<file path="src/rtl/mul_pkg.sv">
// Shared types and helpers for the sequential radix-4 Booth multiplier.
// Latency: n/a (types and constant functions only).
// Backpressure: n/a.
package mul_pkg;

  // Control FSM states: IDLE holds the last result, RUN retires two multiplier bits per edge.
  typedef enum logic {
    IDLE,
    RUN
  } state_t;

  // Partial-product selection produced by the Booth recoder.
  typedef enum logic [2:0] {
    SEL_ZERO,
    SEL_PA,
    SEL_P2A,
    SEL_NA,
    SEL_N2A
  } booth_sel_t;

  // Number of Booth steps for a given operand width. The operands are extended
  // by two bits, which gives one extra step so unsigned operands with MSB=1 work.
  function automatic int booth_iter(input int width);
    return width / 2 + 1;
  endfunction

endpackage

</file>
<file path="src/rtl/booth_r4_enc.sv">
// Radix-4 Booth recoder: multiplier triplet {b[2i+1], b[2i], b[2i-1]} to a partial-product select.
// Latency: combinational.
// Backpressure: none.
module booth_r4_enc
  import mul_pkg::*;
(
  input  logic [2:0] trip,
  output booth_sel_t sel,
  output logic       neg
);

  // Recode the triplet; neg marks the subtracting selections.
  always_comb begin
    sel = SEL_ZERO;
    neg = 1'b0;
    unique case (trip)
      3'b000: sel = SEL_ZERO;
      3'b001: sel = SEL_PA;
      3'b010: sel = SEL_PA;
      3'b011: sel = SEL_P2A;
      3'b100: begin sel = SEL_N2A; neg = 1'b1; end
      3'b101: begin sel = SEL_NA;  neg = 1'b1; end
      3'b110: begin sel = SEL_NA;  neg = 1'b1; end
      3'b111: sel = SEL_ZERO;
    endcase
  end

endmodule

</file>
<file path="src/rtl/seq_mul_booth.sv">
// Sequential radix-4 Booth multiplier, signed or unsigned per operation, WIDTH x WIDTH -> 2*WIDTH.
// Latency: WIDTH/2+1 edges after the accepting edge; done pulses on the edge that writes out.
// Backpressure: start is accepted only while ready=1; a start during RUN is dropped.
module seq_mul_booth
  import mul_pkg::*;
#(
  parameter int WIDTH = 64
) (
  input  logic                 clk,
  input  logic                 rst,
  input  logic [WIDTH-1:0]     A,
  input  logic [WIDTH-1:0]     B,
  input  logic                 signed_mode,
  input  logic                 start,
  output logic [2*WIDTH-1:0]   out,
  output logic                 ready,
  output logic                 done
);

  // EW: extended operand width. HW: upper accumulator half, two guard bits above
  // EW so a +/-2A addition on top of the running partial sum cannot overflow.
  localparam int EW   = WIDTH + 2;
  localparam int HW   = EW + 2;
  localparam int ITER = booth_iter(WIDTH);
  localparam int CW   = $clog2(ITER + 1);

  if ((WIDTH < 4) || ((WIDTH % 2) != 0)) begin : g_bad_width
    $error("seq_mul_booth: WIDTH must be even and at least 4");
  end

  state_t           state_q;
  state_t           state_d;
  logic [CW-1:0]    cnt_q;
  logic [EW-1:0]    a_q;
  logic [HW-1:0]    hi_q;
  logic [EW-1:0]    lo_q;
  logic             prev_q;

  logic             accept;
  logic             finish;
  logic             last_step;
  logic [EW-1:0]    a_ext;
  logic [EW-1:0]    b_ext;
  logic [HW-1:0]    a1;
  logic [HW-1:0]    a2;
  logic [HW-1:0]    mag;
  logic [HW-1:0]    addend;
  logic [HW-1:0]    sum;
  logic [HW-1:0]    hi_nx;
  logic [EW-1:0]    lo_nx;
  booth_sel_t       sel;
  logic             neg;

  assign ready = (state_q == IDLE);

  // Operands are widened by two bits; sign or zero fill depends on the mode bit.
  assign a_ext = signed_mode ? {{2{A[WIDTH-1]}}, A} : {2'b00, A};
  assign b_ext = signed_mode ? {{2{B[WIDTH-1]}}, B} : {2'b00, B};

  // The low two multiplier bits still in lo_q, plus the last bit shifted out, form the triplet.
  booth_r4_enc u_enc (
    .trip ({lo_q[1], lo_q[0], prev_q}),
    .sel  (sel),
    .neg  (neg)
  );

  assign a1 = {{2{a_q[EW-1]}}, a_q};
  assign a2 = {a_q[EW-1], a_q, 1'b0};

  // Pick the magnitude of the partial product; negation is applied separately below.
  always_comb begin
    mag = '0;
    case (sel)
      SEL_PA, SEL_NA:   mag = a1;
      SEL_P2A, SEL_N2A: mag = a2;
      default:          mag = '0;
    endcase
  end

  // Two's-complement subtract folded into the adder: invert and carry in.
  assign addend = mag ^ {HW{neg}};
  assign sum    = hi_q + addend + {{(HW-1){1'b0}}, neg};

  // Arithmetic shift right by two across {hi, lo}; product bits enter lo from the top
  // as multiplier bits leave from the bottom.
  assign hi_nx = {{2{sum[HW-1]}}, sum[HW-1:2]};
  assign lo_nx = {sum[1:0], lo_q[EW-1:2]};

  assign last_step = (cnt_q == CW'(ITER - 1));

  // Next-state logic: accept in IDLE on start, leave RUN after the last Booth step.
  always_comb begin
    state_d = state_q;
    accept  = 1'b0;
    finish  = 1'b0;
    case (state_q)
      IDLE: begin
        if (start) begin
          accept  = 1'b1;
          state_d = RUN;
        end
      end
      RUN: begin
        if (last_step) begin
          finish  = 1'b1;
          state_d = IDLE;
        end
      end
      default: state_d = IDLE;
    endcase
  end

  // State register.
  always_ff @(posedge clk or posedge rst) begin
    if (rst) begin
      state_q <= IDLE;
    end else begin
      state_q <= state_d;
    end
  end

  // Datapath: load on accept, one Booth step per RUN edge, publish result on the last step.
  always_ff @(posedge clk or posedge rst) begin
    if (rst) begin
      cnt_q  <= '0;
      a_q    <= '0;
      hi_q   <= '0;
      lo_q   <= '0;
      prev_q <= 1'b0;
      out    <= '0;
      done   <= 1'b0;
    end else begin
      done <= finish;
      if (accept) begin
        a_q    <= a_ext;
        hi_q   <= '0;
        lo_q   <= b_ext;
        prev_q <= 1'b0;
        cnt_q  <= '0;
      end else if (state_q == RUN) begin
        hi_q   <= hi_nx;
        lo_q   <= lo_nx;
        prev_q <= lo_q[1];
        cnt_q  <= cnt_q + 1'b1;
      end
      if (finish) begin
        out <= {hi_nx[WIDTH-3:0], lo_nx};
      end
    end
  end

endmodule
</file>
<file path="config.mk">
export PLATFORM = sky130hd
export DESIGN_NAME = seq_mul_booth
export DESIGN_NICKNAME = d
export VERILOG_FILES = /design/src/rtl/mul_pkg.sv /design/src/rtl/booth_r4_enc.sv /design/src/rtl/seq_mul_booth.sv
export SDC_FILE = /design/constraint.sdc
export NUM_CORES = 1
export LEC_CHECK = 0
export ABC_CLOCK_PERIOD_IN_PS = 13300
export BUFFER_PORTS_ARGS = -buffer_cell sky130_fd_sc_hd__buf_2
export CELL_PAD_IN_SITES_DETAIL_PLACEMENT = 1
export CELL_PAD_IN_SITES_GLOBAL_PLACEMENT = 2
export CORE_ASPECT_RATIO = 1.25
export CORE_UTILIZATION = 36
export CTS_BUF_LIST = sky130_fd_sc_hd__clkbuf_8
export DETAILED_ROUTE_END_ITERATION = 8
export HOLD_SLACK_MARGIN = 0.08
export PLACE_DENSITY_LB_ADDON = 0.1
export SYNTH_ARGS = -nofsm -noshare
export SYNTH_HDL_FRONTEND = slang
export SYNTH_SLANG_ARGS = --single-unit
</file>
<file path="constraint.sdc">
create_clock -name clk -period 13.3 [get_ports clk]
set_clock_uncertainty 0.2 [all_clocks]
set_input_delay 0.665 -clock clk [delete_from_list [all_inputs] [get_ports clk]]
set_output_delay 0.665 -clock clk [all_outputs]
set_load 0.02 [all_outputs]
</file>
==> run metrics <==
flop2flop setup slack=7.86 ns; CTS H-tree lvls=2; WP buf/inv=3; layout cells sized above 1=16.2%; Max Fclk=0.184 GHz; Async S/R FF share, synth=100%; Final GP Congestion=0.872; crit path DAT=5.77 ns; final hold violations=0; first-pass GRT wire length=96.8 mm; Syn Area/Cell=8.70 um^2; Setup CP Type=flop to flop; outcome=completed; register area=0.00836 mm^2; Die Y=256 um; total number of vias=16400; drt wl/cell=18.8 um; Max Cap Violations=0; # IOs=262; DIE AREA=0.0524 mm^2; final WL=59.4 mm; clock latency on the worst-skew pair=0.68 ns; Antenna Nets Post-Route=0; Final min period=5.44 ns; Fill cells=5978; sequential share of the synthesized area=45.1%; Layout area overhead=22.8%; hold_ws=0.124 ns; Area after DPL=0.0204 mm^2; Crit path required time=13.63 ns; Sum Neg Setup Slack=0 ns; Post-synth EDFFs=0; Final Non-Filler Cells=3156; final instance area=0.0228 mm^2; crit path max fanout=65; Initial Util=36.6%; Max Root-Sink Buffers=3; FF+latch count, synth=334; fin nets=2657; Worst-path clk slew=0.06 ns; fin crit share=40.9%; post-cts repair resize count=0; FP Rows=92; Port Buffers=261; Top delay family on crit path=compound AO/OA/AOI/OAI gates; HP Class=input pin to flop; Detail Placement HPWL=41.0 mm; GRT Residual Overflow=0; crit path capture type=flop; cell count after synthesis=2132; Post-Syn Area=0.0185 mm^2; unrepaired setup endpoints after global routing=false; setup bufs post-CTS=0; ys flop type=dfrtp_1; Core ar.=0.0506 mm^2; max-slew violations=0; CP peak stage delay=0.61 ns; Critical Path Most Common Cell=inv_1; via count of the first global-routing pass=17700; Slowest cell on crit path=buf_4; Worst Max-Slew Pin Slew=1.08 ns; Rel. slew slack=28.1%; die width=205 um; CP startpoint kind=flop; GRT Total Usage=23.0%; DR iter-0 viols=684; Distinct cells, synth=69; placed insts=2931; Inserted Clock Buffers=58; Avg Vias per Cell=5.21; drt first pass iters=5; largest net degree at the start of global routing=161; Yosys warnings=0; final setup vio count=0; antenna violations before repair=1; CTS root buffer=clkbuf_8; TritonCTS clock tree=yes; clock sink count=334; Residual DRC=0; area occupied by multi-input gates=0.00959 mm^2; CP Cell Sequence=inv_1 > ha_2 > nand2_1 > o32ai_4 > buf_4 > a22o_1 > xor2_1 > inv_1 > fa_1 > nand2b_1 > a211oi_2 > nor2_1 > o41ai_4 > a221oi_1 > nor4b_1 > a21oi_1 > xnor2_1 > mux2_2; Synth Net Count=2336; number of hold buffers added after CTS=120
## tightest hold or removal path: stages
cell and delay [ns]:
buf_2 0.08, mux2i_1 0.05, o21ai_0 0.14
## cells in the final DEF, fill, tap and decap left out, types with 5 or more instances in the layout
| cell | Yosys | layout |
|---|---|---|
| nor2b_1 | 7 | 6 |
| dfrtp_1 | 334 | 333 |
| inv_1 | 36 | 56 |
| a22oi_1 | 67 | 67 |
| clkbuf_8 | 0 | 68 |
| nor3_1 | 11 | 11 |
| a31oi_1 | 10 | 10 |
| a21oi_1 | 106 | 106 |
| dlygate4sd3_1 | 0 | 120 |
| nand2_1 | 677 | 676 |
| ha_1 | 71 | 70 |
| xor2_1 | 21 | 21 |
| and3_1 | 5 | 5 |
| buf_4 | 0 | 15 |
| mux2i_1 | 64 | 64 |
| o221ai_1 | 5 | 5 |
| o21ai_0 | 158 | 158 |
| o21a_1 | 6 | 6 |
| nand3_1 | 18 | 17 |
| a22o_1 | 13 | 13 |
| nor4_1 | 6 | 6 |
| o21bai_1 | 14 | 14 |
| buf_2 | 0 | 260 |
| mux2_2 | 23 | 23 |
| o211ai_1 | 7 | 7 |
| o31ai_1 | 12 | 12 |
| or3_1 | 5 | 5 |
| nor3b_1 | 9 | 9 |
| a21o_1 | 24 | 24 |
| xnor2_1 | 104 | 104 |
| nand2b_1 | 39 | 39 |
| nand4_1 | 32 | 32 |
| nor2_1 | 54 | 54 |
## final timing paths
path | start | end | depth (start not counted)
worst max register to register | prev_q | out[124] | 18
worst min register to register | out[32] | out[32] | 2
max in group asynchronous | rst | hi_q[35] | 5
worst min-delay path | B[51] | lo_q[51] | 3
min in group asynchronous | rst | lo_q[13] | 3
worst max-delay path | prev_q | out[124] | 18
## cells in the mapped netlist, types with 3 or more instances
library cell	count	area (um^2)
dfrtp_1	334	8360
clkbuf_1	112	420
a211oi_1	4	30.0
xor2_1	21	184
inv_1	36	135
a22o_1	13	114
or3_1	5	31.3
mux2_2	23	259
xnor2_1	104	911
and3_1	5	31.3
a22oi_1	67	503
nand3_1	18	90.1
nor4_1	6	37.5
nor3b_1	9	67.6
a311oi_1	3	26.3
o31ai_1	12	90.1
nor3_1	11	55.1
nor2b_1	7	43.8
ha_1	71	888
a211o_1	3	26.3
a21oi_1	106	531
o221ai_1	5	43.8
a21o_1	24	180
nand2b_1	39	244
a31oi_1	10	62.6
nor2_1	54	203
o21bai_1	14	105
buf_1	23	86.3
a21boi_0	3	22.5
nand2_1	677	2540
o21a_1	6	45.0
o211ai_1	7	52.6
o21ai_0	158	791
mux2i_1	64	641
nand4_1	32	200
## state kept, by name, indices dropped and copies added (netlist names)
name     cells
a_q         65
cnt_q        6
done         1
hi_q        66
lo_q        66
out        128
prev_q       1
state_q      1
## metrics by stage
stage / setup slack (ns) / utilization [%]
after floorplan: 3.18 / -
after global placement: 8.12 / 40.2
after detailed placement: 7.90 / 40.2
after CTS: 7.83 / 45.0
after global routing: 7.52 / 45.0
final: 7.86 / 45.0
## cell families after synthesis
kind of cell             after synthesis  synth area share, %
multiplexers                          88                 4.93
adder cells (fa/ha/maj)               72                 4.90
buffers and inverters                171                 3.46
flip-flops                           334                 45.1
AO/OA/AOI/OAI                        467                 16.1
AND/OR/NAND/NOR                      875                 19.6
XOR/XNOR                             125                 5.90
## per-layer routing
metal  vias up  share of wire [%]  track usage, %
met5         -                  0               0
met4         0                2.9            7.12
met3       108                3.6            3.18
met2       329                 49            39.3
met1      8089                 45            29.8
li1       7919                  -               -
## area by class of cell
cell class,instances,share of cell area (%)
well taps,658,3.61
clock inverters,36,1.22
diodes,1,0.0110
inverters,36,0.637
multi-input cells,1627,42.1
flip-flops and latches,334,36.7
repair buffers,396,11.6
clock buffers,68,4.11
Power is left out: the tool's default activity adds up to more than one toggle a clock period on the data nets, which glitch-free logic cannot reach.
